File: config.mk
export PLATFORM = sky130hd
export DESIGN_NAME = bram_fifo_ctrl
export DESIGN_NICKNAME = d
export VERILOG_FILES = /design/src/rtl/bram_fifo_ctrl.sv
export SDC_FILE = /design/constraint.sdc
export NUM_CORES = 1
export LEC_CHECK = 0
export ABC_AREA = 1
export BUFFER_PORTS_ARGS = -buffer_cell sky130_fd_sc_hd__buf_2
export CAP_MARGIN = 20
export CELL_PAD_IN_SITES_DETAIL_PLACEMENT = 1
export CELL_PAD_IN_SITES_GLOBAL_PLACEMENT = 1
export CORE_MARGIN = 5
export CORE_UTILIZATION = 40
export DETAILED_ROUTE_END_ITERATION = 6
export PLACE_DENSITY = 0.85
export SKIP_CTS_REPAIR_TIMING = 1
export SYNTH_ARGS = -nofsm -noshare
export SYNTH_HDL_FRONTEND = slang
export SYNTH_SLANG_ARGS = --single-unit
File: constraint.sdc
create_clock -name clock -period 6.3 [get_ports clock]
set_input_delay 0.315 -clock clock [delete_from_list [all_inputs] [get_ports clock]]
set_output_delay 0.315 -clock clock [all_outputs]
set_load 0.02 [all_outputs]
File: src/rtl/bram_fifo_ctrl.sv
// Purpose: first-word-fall-through FIFO controller wrapped around a 1-cycle-read dual-port block RAM.
// Latency: push in cycle T is visible at the head (out_valid) in cycle T+3; 1 flit/cycle sustained.
// Backpressure: in_ready drops when the RAM holds DEPTH entries; out_ready stalls the 2-entry output stage.
//
// Ports:
//   clock, reset_n       rising-edge clock, asynchronous active-low reset
//   flush                synchronous clear of all contents, wins over push/pop
//   in_valid/in_data/in_ready     upstream valid/ready link
//   out_valid/out_data/out_ready  head flit to downstream, valid/ready
//   level                flits held: RAM + in-flight read + output stage
//   ram_wen/ram_waddr/ram_din     RAM write port (RAM enable tied high outside)
//   ram_raddr/ram_dout            RAM read port; ram_dout valid the cycle after ram_raddr
module bram_fifo_ctrl #(
    parameter int WIDTH   = 36,
    parameter int LOG_DEP = 6
) (
    input  logic               clock,
    input  logic               reset_n,
    input  logic               flush,
    input  logic               in_valid,
    input  logic [WIDTH-1:0]   in_data,
    output logic               in_ready,
    output logic               out_valid,
    output logic [WIDTH-1:0]   out_data,
    input  logic               out_ready,
    output logic [LOG_DEP+1:0] level,
    output logic               ram_wen,
    output logic [LOG_DEP-1:0] ram_waddr,
    output logic [LOG_DEP-1:0] ram_raddr,
    output logic [WIDTH-1:0]   ram_din,
    input  logic [WIDTH-1:0]   ram_dout
);

    logic [LOG_DEP-1:0] wptr;
    logic [LOG_DEP-1:0] rptr;
    logic [LOG_DEP:0]   ram_cnt;
    logic               rd_pend;
    logic [1:0]         occ;
    logic [WIDTH-1:0]   head_q;
    logic [WIDTH-1:0]   spare_q;
    logic [LOG_DEP+1:0] level_q;

    logic               push;
    logic               pop;
    logic               rd_issue;
    logic [2:0]         slots_used;
    logic [1:0]         occ_nxt;
    logic [WIDTH-1:0]   head_nxt;
    logic [WIDTH-1:0]   spare_nxt;
    logic [LOG_DEP:0]   ram_cnt_nxt;
    logic [LOG_DEP+1:0] level_nxt;

    // ram_cnt never exceeds DEPTH, so "ram_cnt < DEPTH" is just its MSB being clear.
    assign in_ready  = ~ram_cnt[LOG_DEP];
    assign out_valid = (occ != 2'd0);
    assign out_data  = head_q;
    assign level     = level_q;

    // Handshakes in a flush cycle are dropped; the whole state is cleared at the edge anyway.
    assign push = in_valid & in_ready & ~flush;
    assign pop  = out_valid & out_ready & ~flush;

    // Output-stage slots still claimed after this cycle's pop, counting the read already in flight.
    // Issuing only when fewer than 2 are claimed guarantees the returning word always has a slot.
    assign slots_used = {1'b0, occ} + {2'b00, rd_pend} - {2'b00, pop};
    // ram_cnt is the pre-push count, so a word written this cycle is not readable until the next one.
    assign rd_issue   = (ram_cnt != '0) & (slots_used < 3'd2) & ~flush;

    assign ram_wen   = push;
    assign ram_waddr = wptr;
    assign ram_raddr = rptr;
    assign ram_din   = in_data;

    // Output stage: pop shifts spare into head, then returning RAM data fills the first free slot.
    always_comb begin
        occ_nxt   = occ;
        head_nxt  = head_q;
        spare_nxt = spare_q;
        if (pop) begin
            occ_nxt = occ - 2'd1;
            if (occ == 2'd2) begin
                head_nxt = spare_q;
            end
        end
        if (rd_pend) begin
            if (occ_nxt == 2'd0) begin
                head_nxt = ram_dout;
            end else begin
                spare_nxt = ram_dout;
            end
            occ_nxt = occ_nxt + 2'd1;
        end
    end

    always_comb begin
        ram_cnt_nxt = ram_cnt;
        case ({push, rd_issue})
            2'b10:   ram_cnt_nxt = ram_cnt + (LOG_DEP+1)'(1);
            2'b01:   ram_cnt_nxt = ram_cnt - (LOG_DEP+1)'(1);
            default: ram_cnt_nxt = ram_cnt;
        endcase
    end

    // Level is registered from the next-state terms so it tracks the flits held after this edge.
    assign level_nxt = {1'b0, ram_cnt_nxt}
                     + {{(LOG_DEP+1){1'b0}}, rd_issue}
                     + {{LOG_DEP{1'b0}}, occ_nxt};

    always_ff @(posedge clock or negedge reset_n) begin
        if (!reset_n) begin
            wptr    <= '0;
            rptr    <= '0;
            ram_cnt <= '0;
            rd_pend <= 1'b0;
            occ     <= 2'd0;
            head_q  <= '0;
            spare_q <= '0;
            level_q <= '0;
        end else if (flush) begin
            // Any read in flight is discarded by clearing rd_pend.
            wptr    <= '0;
            rptr    <= '0;
            ram_cnt <= '0;
            rd_pend <= 1'b0;
            occ     <= 2'd0;
            head_q  <= '0;
            spare_q <= '0;
            level_q <= '0;
        end else begin
            if (push) begin
                wptr <= wptr + LOG_DEP'(1);
            end
            if (rd_issue) begin
                rptr <= rptr + LOG_DEP'(1);
            end
            ram_cnt <= ram_cnt_nxt;
            rd_pend <= rd_issue;
            occ     <= occ_nxt;
            head_q  <= head_nxt;
            spare_q <= spare_nxt;
            level_q <= level_nxt;
        end
    end

endmodule

## After elaboration in Yosys (flattened, before gate mapping)

Cells that the tools add are included.
Widths: inputs -> output; s select.

- Bits in registers: 102
- Input port bits: 77
- Logic and storage cells: 57

- $add $sub $neg: 10
- Magnitude comparators: 1
- Equal/unequal tests: 4
- Mux-type cells: 19
- Bitwise operators: 8
- Reduce and logical (&&, ||, !) cells: 7

Operator list:

| operator | number |
|---|---|
| $mux 36 | 8 |
| $mux 6 | 4 |
| $pmux 7 s2 | 1 |
| $add 6x1->6 const B | 2 |
| $add 7x1->8 | 1 |
| $add 8x2->8 | 1 |
| $mux 8 | 1 |
| $reduce_bool 2->1 | 4 |
| $add 7x1->7 const B | 1 |
| $mux 7 | 1 |
| $reduce_bool 7->1 | 1 |
| $sub 7x1->7 const B | 1 |
| $and 1x1->1 | 6 |
| $mux 2 | 3 |
| $eq 2x2->1 const B | 2 |
| $add 2x1->3 | 1 |
| $lt 3x2->1 const B | 1 |
| $sub 3x1->3 | 1 |
| $add 2x1->2 const B | 1 |
| $eq 2x1->1 const B | 1 |
| $logic_not 2->1 | 1 |
| $ne 2x2->1 const B | 1 |
| $not 1->1 | 2 |
| $reduce_and 2->1 | 1 |
| 2 further kinds | 2 |

## Depth between registers and ports, before layout

- Depth after elaboration: 12
- Mapped depth: 28
- Depth with buffers taken out: 28

## Worst setup path before layout

No wires, ideal clock.

- Path kind: reg2reg
- From: register occ[1]
- To: register level_q[6] (netlist: level[6])
- Data arrival time: 4255 ps
- Required time: 6181 ps
- Path slack: 1926 ps
- Cell stages (with the launch flop): 27
- Buffers on the path: 0
- Cells stage by stage: dfrtp_1 inv_2 ha_1 inv_1 nand3_4 inv_2 ha_1 inv_1 ha_1 inv_1 fa_1 o21ai_0 a21oi_1 nand2_1 nor2_2 ha_1 fa_1 inv_1 o21ai_0 inv_1 fa_1 a21oi_1 nand3_1 nor2_1 nand3_1 nand2_1 nor2_1

- Cells in the longest elaborated chain, start to end: 12
- Elaborated cells between the ends (all ways): 18

Ends and longest elaborated chain:

| item | RTL line | source |
|---|---|---|
| from (decl) | 38 | `logic [1:0] occ;` |
| from (signal assigned) | 138 | `occ <= occ_nxt;` |
| $reduce_bool 2->1 * | 55 | `assign out_valid = (occ != 2'd0);` |
| net out_valid | 23 | `output logic out_valid,` |
| $and 1x1->1 * (2 in a row) | 61 | `assign pop = out_valid & out_ready & ~flush;` |
| $sub 3x1->3 | 65 | `assign slots_used = {1'b0, occ} + {2'b00, rd_pend} - {2'b00, pop};` |
| $lt 3x2->1 | 67 | `assign rd_issue = (ram_cnt != '0) & (slots_used < 3'd2) & ~flush;` |
| $and 1x1->1 (2 in a row) | 67 |  |
| $eq 2x1->1 / $eq 2x2->1 (equally long branches) | 97 | `case ({push, rd_issue})` |
| $pmux 7 s2 | 97 |  |
| $add 7x1->8 | 106 | `+ {{(LOG_DEP+1){1'b0}}, rd_issue}` |
| $add 8x2->8 * | 107 | `+ {{LOG_DEP{1'b0}}, occ_nxt};` |
| $mux 8 * | 119 | `end else if (flush) begin` |
| to (signal assigned) | 141 | `level_q <= level_nxt;` |
| to (decl) | 41 | `logic [LOG_DEP+1:0] level_q;` |

The timed path passes the listed nets; every way through them passes the cells marked *.
A chain may end at the register's enable or synchronous reset.

## Final worst setup path

- From: register occ[1]
- To: register level_q[6] (netlist: level[6])

- Cells in the longest elaborated chain, start to end: 12
- Elaborated cells between the ends (all ways): 18

Ends and longest elaborated chain:

| item | RTL line |
|---|---|
| $reduce_bool 2->1 | 55 |
| $and 1x1->1 (2 in a row) | 61 |
| $sub 3x1->3 | 65 |
| $lt 3x2->1 | 67 |
| $and 1x1->1 (2 in a row) | 67 |
| $eq 2x1->1 / $eq 2x2->1 (equally long branches) | 97 |
| $pmux 7 s2 | 97 |
| $add 7x1->8 | 106 |
| $add 8x2->8 * | 107 |
| $mux 8 * | 119 |

Mark *: on every way between the ends. The rest lies on a longest branch, timed or not.

==> summary.txt <==
status -> finished, violations left
violated checks -> hold timing
first-pass GRT wire length -> 23.7 mm
reg-to-reg slack, setup -> 1.41 ns
setup repair after global routing missed its margin -> no
DPL Wire Length -> 9.65 mm
Avg Vias per Cell -> 5.26
core box area -> 0.0127 mm^2
Final Max Tran Viols -> 0
via count -> 4,411
Post-route DRC -> 0
WL per Instance -> 16.8 um
CP arrival -> 5.13 ns
startpoint types -> register
mean area per synthesized cell -> 8.54 um^2
Final Non-Filler Cells -> 839
clock skew -> 0.00637 ns
Row Count -> 41
width of the die -> 125 um
Clock Tree Root -> clkbuf_16
PwrDens -> 472 mW/mm^2
Crit Path Class -> reg2reg
aggregate routed wire length -> 14.1 mm
MaxCap Viol Count -> 0
largest vdd supply drop -> 0.000217 V
fillers -> 1,585
Layout Nets -> 758
worst-skew pair later-pin latency -> 0.35 ns
distinct cell type count after synthesis -> 30
Antenna Nets Post-Route -> 0
# port buffers -> 99
post-layout min period -> 4.89 ns
Synth-to-Final Area Change -> 12.0%
H-tree Lvls -> 3
crit end category -> register
Hold Fails Final Rpt -> 18
Post-Syn Area -> 0.00525 mm^2
gate count of the mapped netlist -> 615
fmax -> 204 MHz
gr usage total -> 0.185
Worst Path Max Fanout -> 8
GR Overflow Total -> 0
sequential fraction of the synthesis area -> 0.486
Final Wtd Congestion -> 0.813
setup_tns -> 0 ns
antenna violations before repair -> 1
post-placement cell count -> 824
r2r endpoint -> level[6]$_DFF_PN0_
Max-slew headroom -> 0.440
vias in the first global route -> 4,701
Ports -> 172
Initial DRC Count -> 225
post-synth net total -> 710
share of cells above drive strength 1 -> 0.204
DRT Pass-1 Iters -> 4
period utilisation layout -> 0.777
clk buf depth -> 2
Clock Sinks -> 102
leakage -> 2.80 nW
Die Area -> 0.0155 mm^2
Register-to-Register Path Depth -> 24
largest net degree at the start of global routing -> 87
starting density of the core -> 0.413
Final setup viols -> 0
WP data required -> 6.54 ns
TritonCTS buffer count -> 9
HP Class -> in2async
worst r2r src -> occ[1]$_DFF_PN0_
Seq cells post-synth -> 102
Die Y -> 125 um
Clk pin slew, worst setup/hold paths -> 0.06 ns
Worst Max-Slew Pin Slew -> 0.839 ns
Ant. Diodes -> 0
hold slack -> -0.0328 ns
clock tree from TritonCTS -> done
synthesis warning total -> 0
==> area by class of cell <==
class                   count  area, um^2  share of cell area
flip-flops and latches    102        2550               0.434
multi-input cells         375        2000               0.340
repair buffers            105         556              0.0944
inverters                  70         268              0.0455
clock buffers              12         246              0.0419
well taps                 172         215              0.0366
clock inverters             3        43.8             0.00745
==> routing by layer <==
metal | global-route usage | share of wire
met1 | 0.242 | 0.45
met2 | 0.295 | 0.47
met3 | 0.0455 | 0.058
met4 | 0.0696 | 0.018
met5 | 0 | 0.0012
==> Yosys cell counts, drive strengths merged <==
| cell type | n | share of area |
|---|---|---|
| a21oi | 49 | 0.047 |
| and2 | 1 | 0.0017 |
| and3 | 1 | 0.0012 |
| buf | 51 | 0.071 |
| clkbuf | 17 | 0.012 |
| dfrtp | 102 | 0.49 |
| fa | 4 | 0.015 |
| ha | 14 | 0.033 |
| inv | 70 | 0.051 |
| nand2 | 81 | 0.058 |
| nand3 | 55 | 0.055 |
| nand3b | 2 | 0.0029 |
| nand4 | 1 | 0.0012 |
| nor2 | 30 | 0.026 |
| nor3 | 2 | 0.0029 |
| nor3b | 1 | 0.0024 |
| nor4 | 2 | 0.0024 |
| o21ai | 125 | 0.12 |
| xnor2 | 3 | 0.0050 |
| xor2 | 4 | 0.0067 |
==> where the power goes <==
part	switching (mW)	internal, mW	total [mW]
clock network	0.239	0.318	0.557
registers	0.109	0.829	0.938
logic	0.870	0.413	1.28
==> how the worst max path moves through the flow <==
stage / startpoint / end / slack (ns)
detailed placement: occ[1]$_DFF_PN0_ / level[6]$_DFF_PN0_ / 1.44
global route: occ[1]$_DFF_PN0_ / level[6]$_DFF_PN0_ / 0.89
finish: occ[1]$_DFF_PN0_ / level[6]$_DFF_PN0_ / 1.41
floorplan: occ[1]$_DFF_PN0_ / level[6]$_DFF_PN0_ / 1.93
CTS: occ[1]$_DFF_PN0_ / level[6]$_DFF_PN0_ / 1.37
global placement: flush / level[6]$_DFF_PN0_ / 1.70
==> cell usage in the layout (no fill, tap or decap), types with 2 or more instances in the layout <==
| cell type | Yosys | routed |
|---|---|---|
| clkbuf_1 | 17 | 2 |
| nor2_2 | 3 | 3 |
| nand2_1 | 81 | 80 |
| fa_1 | 4 | 4 |
| nor4_1 | 2 | 2 |
| clkbuf_16 | 0 | 9 |
| nand3b_1 | 2 | 2 |
| inv_1 | 64 | 64 |
| nor2_4 | 2 | 2 |
| dfrtp_1 | 102 | 102 |
| a21oi_1 | 49 | 49 |
| xor2_1 | 4 | 4 |
| inv_2 | 4 | 4 |
| xnor2_1 | 3 | 3 |
| nor2_1 | 25 | 25 |
| buf_2 | 8 | 98 |
| nand3_1 | 54 | 54 |
| o21ai_0 | 88 | 88 |
| ha_1 | 14 | 14 |
| buf_4 | 41 | 6 |
| o21ai_2 | 2 | 2 |
| inv_4 | 2 | 2 |
| o21ai_1 | 35 | 35 |
==> cells by family (layout without fill, tap and decap cells) <==
| logic type | Yosys count | in the layout | share of synthesized area |
|---|---|---|---|
| buffers and inverters | 138 | 190 | 0.134 |
| AOI/OAI and AO/OA | 174 | 174 | 0.167 |
| DFF | 102 | 102 | 0.486 |
| and+or+nand+nor | 176 | 176 | 0.153 |
| adders and majority gates | 18 | 18 | 0.0486 |
| xor gates and xnor gates | 7 | 7 | 0.0117 |
==> per-stage QoR <==
| step | total power [mW] | util | setup slack (ns) | cell area [um^2] |
|---|---|---|---|---|
| finish | 2.78 | 0.462 | 1.41 | 5880 |
| global route | 3.00 | 0.462 | 0.891 | 5880 |
| CTS | 2.81 | 0.462 | 1.37 | 5880 |
| detailed placement | 2.21 | 0.440 | 1.44 | 5590 |
| global placement | 2.11 | 0.438 | 1.70 | 5570 |
| floorplan | 1.83 | - | 1.93 | 5250 |
==> critical path, stage by stage, from the launching register on <==
cell and delay [ns]:
dfrtp_1 0.43, inv_2 0.07, ha_1 0.19, inv_1 0.10, nand3_4 0.10, inv_2 0.08
ha_1 0.24, inv_1 0.08, ha_1 0.15, inv_1 0.05, fa_1 0.48, o21ai_0 0.09
a21oi_1 0.19, nand2_1 0.16, nor2_2 0.20, ha_1 0.39, xor2_1 0.24, fa_1 0.48
fa_1 0.43, a21oi_1 0.13, nand3_1 0.12, nor2_1 0.15, nand3_1 0.09, nand2_1 0.08
nor2_1 0.05
==> state kept, by name, indices dropped and copies added, names as in the netlist <==
signal	flops
occ	2
ram_cnt	7
ram_raddr	6
out_data	36
level	8
rd_pend	1
spare_q	36
ram_waddr	6
Power figures use the tool's default switching activity.
